<file path="config.mk">
export PLATFORM = sky130hd
export DESIGN_NAME = rat_ckpt
export DESIGN_NICKNAME = d
export VERILOG_FILES = /design/src/rtl/rat_ckpt.sv
export SDC_FILE = /design/constraint.sdc
export NUM_CORES = 2
export LEC_CHECK = 0
export BUFFER_PORTS_ARGS = -buffer_cell sky130_fd_sc_hd__buf_2
export CAP_MARGIN = 25
export CORE_MARGIN = 5
export CORE_UTILIZATION = 60
export CTS_BUF_LIST = sky130_fd_sc_hd__clkbuf_8
export DETAILED_ROUTE_END_ITERATION = 10
export PLACE_DENSITY = 0.75
export SYNTH_ARGS = -nofsm -noshare
export SYNTH_HDL_FRONTEND = slang
export SYNTH_SLANG_ARGS = --single-unit
</file>
<file path="constraint.sdc">
create_clock -name clk -period 56.5 [get_ports clk]
set_clock_uncertainty 0.2 [all_clocks]
set_input_delay 14.125 -clock clk [delete_from_list [all_inputs] [get_ports clk]]
set_output_delay 14.125 -clock clk [all_outputs]
set_load 0.05 [all_outputs]
</file>
<file path="src/rtl/rat_ckpt.sv">
// rtl/rat_ckpt.sv - register alias table with same-group bypass and branch checkpoints
module rat_ckpt #(
  parameter int NUM_AREGS    = 32,
  parameter int NUM_PREGS    = 64,
  parameter int RENAME_WIDTH = 2,
  parameter int NUM_CKPTS    = 4,
  localparam int AW = $clog2(NUM_AREGS),
  localparam int PW = $clog2(NUM_PREGS),
  localparam int CW = $clog2(NUM_CKPTS)
) (
  input  logic                           clk,
  input  logic                           rst,
  input  logic [2*AW*RENAME_WIDTH-1:0]   src_areg_i,
  output logic [2*PW*RENAME_WIDTH-1:0]   src_preg_o,
  input  logic [RENAME_WIDTH-1:0]        w_en_i,
  input  logic [AW*RENAME_WIDTH-1:0]     dst_areg_i,
  input  logic [PW*RENAME_WIDTH-1:0]     new_preg_i,
  output logic [PW*RENAME_WIDTH-1:0]     old_preg_o,
  input  logic                           ckpt_take_i,
  output logic                           ckpt_ready_o,
  output logic [CW-1:0]                  ckpt_id_o,
  input  logic                           ckpt_release_i,
  input  logic [CW-1:0]                  ckpt_release_id_i,
  input  logic                           restore_i,
  input  logic [CW-1:0]                  restore_id_i,
  input  logic [NUM_CKPTS-1:0]           restore_kill_mask_i
);

  logic [PW-1:0]        table_q [NUM_AREGS];
  logic [PW-1:0]        wr_tab  [NUM_AREGS];
  logic [PW-1:0]        snap_q  [NUM_CKPTS][NUM_AREGS];
  logic [NUM_CKPTS-1:0] busy_q;
  logic [NUM_CKPTS-1:0] busy_d;
  logic                 take_fire;

  // Oldest-to-youngest scan so the youngest older lane writing areg a wins.
  function automatic logic [PW-1:0] lookup(input logic [AW-1:0] a, input int k);
    logic [PW-1:0] v;
    v = table_q[a];
    for (int j = 0; j < RENAME_WIDTH; j++) begin
      if (j < k && w_en_i[j] && dst_areg_i[AW*j +: AW] == a)
        v = new_preg_i[PW*j +: PW];
    end
    return v;
  endfunction

  always_comb begin
    src_preg_o = '0;
    old_preg_o = '0;
    for (int k = 0; k < RENAME_WIDTH; k++) begin
      for (int s = 0; s < 2; s++)
        src_preg_o[2*PW*k + PW*s +: PW] = lookup(src_areg_i[2*AW*k + AW*s +: AW], k);
      old_preg_o[PW*k +: PW] = lookup(dst_areg_i[AW*k +: AW], k);
    end
  end

  always_comb begin
    wr_tab = table_q;
    for (int k = 0; k < RENAME_WIDTH; k++) begin
      if (w_en_i[k])
        wr_tab[dst_areg_i[AW*k +: AW]] = new_preg_i[PW*k +: PW];
    end
  end

  always_comb begin
    ckpt_ready_o = ~&busy_q;
    ckpt_id_o    = '0;
    for (int i = NUM_CKPTS - 1; i >= 0; i--) begin
      if (!busy_q[i])
        ckpt_id_o = CW'(i);
    end
  end

  assign take_fire = ckpt_take_i && ckpt_ready_o && !restore_i;

  // The granted slot is free at cycle start, so it never collides with a release.
  always_comb begin
    busy_d = busy_q;
    if (ckpt_release_i)
      busy_d[ckpt_release_id_i] = 1'b0;
    if (take_fire)
      busy_d[ckpt_id_o] = 1'b1;
  end

  always_ff @(posedge clk) begin
    if (rst) begin
      for (int i = 0; i < NUM_AREGS; i++)
        table_q[i] <= PW'(i);
      busy_q <= '0;
    end else if (restore_i) begin
      table_q <= snap_q[restore_id_i];
      busy_q  <= busy_q & ~restore_kill_mask_i & ~(NUM_CKPTS'(1) << restore_id_i);
    end else begin
      table_q <= wr_tab;
      busy_q  <= busy_d;
    end
  end

  always_ff @(posedge clk) begin
    if (!rst && take_fire)
      snap_q[ckpt_id_o] <= wr_tab;
  end

endmodule

</file>
==> flow_summary.toml <==
[sta]
period_minus_slack_ns = 31.71
slew_viol_final = 0
layout_worst_path_cycle_share_pct = 56.1
slew_headroom_pct = 21.1
rsz0062_at_grt = "no"
worst_pin_slew_ns = 1.18
fmax_ghz = 0.0315
setup_viol = 0
tns_ns = 0
hold_violations = 0

[clock_tree]
cts_made_buffers = 152
cts_tree = "done"
cts-root-buf = "clkbuf_8"
cts.clk_slew.worst_paths_ns = 0.06
htreeDepth = 4
holdBufCountCts = 0
cts_setup_buffers = 0
cts_buffer_depth = 3
clock_latency_ns = 0.86
cts.sinks = 964
cts-resized-gates = 0

[detailed_routing]
routed_via_density = 7.76
drc = 0
drtAntennaViolNets = 0
first_pass_iters = 9
drt_wl_total_um = 181000
dr_total_vias = 36113
drtIter0Drc = 5530
wl_per_cell_um = 38.9

[synthesis]
synth_ff_type = "edfxtp_1"
netlist_instances = 3472
synth_edf_count = 768
yosysTopAreaCell = "edfxtp_1"
yosysTopAreaCellShare_pct = 46.3
ys.warnings.count = 0
avgSynthCellArea_um2 = 14.4
synth.yosys.seq_area_share_pct = 54.1
async_flop_share_pct = 0
netlist_area_um2 = 49900
post-synth-top-count-cell = "edfxtp_1"
yosys_register_bits = 964
netlist-cell-type-count = 62
synthTopCellsByCount = "edfxtp_1 (768), mux4_2 (428), mux2i_1 (373), clkbuf_1 (235), nor2_1 (212)"
synth_nets = 3529
synthTopCellsByArea = "edfxtp_1 (46%), mux4_2 (19%), dfxtp_1 (7.9%), mux2i_1 (7.5%), clkbuf_1 (1.8%)"

[critical_path]
arrival_ns = 17.38
end_kind = "primary output"
reg2reg_slack_ns = 52.64
required_ns = 42.17
rr_startpoint = "busy_q[0]"
cp-start-kind = "input port"
worstPathMaxFanout = 59
startpoint = "dst_areg_i[6]"
path_class = "in2out"
crit_path_end = "old_preg_o[7]"
r2r-end = "snap_q[2][1]"
reg2reg_depth = 7

[floorplanning]
io_pins = 96
core_area_um2 = 82200
die_y_um = 298
die-area_um2 = 89000
die-width_um = 298
rows = 105
start_util_pct = 60.6

[power_and_ir_drop]
peakVddDrop_mv = 0.0269
p_sw_share_pct = 28.1
seq_power_share_pct = 50.6
powerDensity_nw_per_um2 = 30.0
p_sw_w = 0.000456
cellLeakagePower_nw = 18.2
p_int_w = 0.00117
total_power_w = 0.00162
power_frac_comb_pct = 14.1
p_clk_share_pct = 35.3

[global_route]
grt_first_pass_wirelength_um = 258000
first_global_vias = 35803
grt-ovfl-total = 0
antenna_found_initial = 8
grt_start_max_net_pins = 140
grt.total_usage_pct = 40.2

[final_layout]
fin_util_pct = 65.7
final_nets = 3499
final_layout_size_suffix_gt1_share_pct = 25.3
instances_no_fill = 4651
area_growth_pct = 8.33

[place]
dp.cells = 4352
post-dp-hpwl_um = 117000
gp_congestion = 1.01
portBuffers = 95

[run]
maxCapViolations = 0

[min_path]
hold_class = "reg2reg"

[outcome]
status = "finished, final reports clean"
cells in the final DEF (no fill, tap or decap), types with 10 or more instances in the layout:
master | Yosys | layout
o21ai_1 | 18 | 18
nor2b_1 | 22 | 16
dfxtp_1 | 196 | 196
nor2_1 | 212 | 209
a211o_1 | 68 | 68
a21oi_1 | 95 | 95
o21ai_0 | 116 | 116
inv_1 | 2 | 63
clkbuf_8 | 0 | 174
mux4_2 | 428 | 428
a31oi_2 | 16 | 16
nand2_1 | 59 | 59
a22o_1 | 19 | 19
buf_4 | 14 | 89
mux2_2 | 26 | 26
clkinv_1 | 0 | 14
nor3_1 | 136 | 133
a211oi_1 | 70 | 70
xor2_1 | 10 | 10
clkinv_2 | 0 | 17
a31oi_1 | 112 | 112
a22oi_1 | 52 | 52
mux2i_1 | 373 | 373
a221oi_1 | 14 | 14
nand2b_1 | 15 | 15
or2_1 | 14 | 13
buf_2 | 88 | 87
edfxtp_1 | 768 | 768
nand3_1 | 136 | 136
flip-flops by register name, summed over array words and instances (netlist names):
register  count
snap_q      768
table_q     192
busy_q        4
power groups by stage:
stage	logic, W	clock network, W	registers (W)
2_1_floorplan	0.000156	0	0.000814
3_3_place_gp	0.000216	0	0.000831
3_5_place_dp	0.000221	0	0.000832
4_1_cts	0.000222	0.000577	0.000817
5_1_grt	0.000237	0.000614	0.000819
6_report	0.000229	0.000573	0.000820
cell type report:
class | count | area, um^2
Fill cell | 5686 | 28200
Sequential cell | 964 | 27000
Multi-Input combinational cell | 2132 | 21300
Clock buffer | 173 | 2380
Timing Repair Buffer | 190 | 1360
Tap cell | 1070 | 1340
Clock inverter | 111 | 581
Antenna cell | 9 | 22.5
Inverter | 2 | 7.51
per-stage QoR:
stage                     instance area (um^2)  hold WS, ns  setup slack [ns]
after floorplan                          49900        0.305             25.23
after global placement                   50900        0.321             24.90
after detailed placement                 50900        0.339             24.90
after CTS                                53900        0.348             24.89
after global routing                     54000        0.391             24.74
final                                    54000        0.356             24.79
layer usage:
layer  track usage [%]  wire length (um)  vias to the layer above
met5                 0                78                        -
met4              20.2             10800                        8
met3              15.6             26400                      678
met2              58.3             79500                     3209
met1              53.6             64100                    18132
li1                  -                 -                    14086
critical path: stages:
cell and delay (ns):
buf_4 0.35, buf_4 0.88, xor2_1 0.14, nor4_1 0.27
nand3_1 0.49, and3_1 0.34, a31oi_1 0.38, buf_2 0.36
how the worst min path moves through the flow:
stage	start	to	slack (ns)	cells past startpoint
after CTS	busy_q[3]	busy_q[3]	0.35	2
after global routing	busy_q[3]	busy_q[3]	0.39	2
after detailed placement	busy_q[3]	busy_q[3]	0.34	2
after floorplan	busy_q[3]	busy_q[3]	0.31	2
final	busy_q[3]	busy_q[3]	0.36	2
after global placement	busy_q[3]	busy_q[3]	0.32	2
cell families (layout without fill, tap and decap cells):
kind of cell	count (synthesis)	after routing	synth area share, %
buffers and inverters	376	476	3.28
AND/OR/NAND/NOR	679	679	6.72
other	0	9	0
AO/OA/AOI/OAI	611	611	8.20
flip-flops	964	964	54.1
multiplexers	827	827	27.4
XOR/XNOR	15	15	0.263
Power figures use the tool's default switching activity.
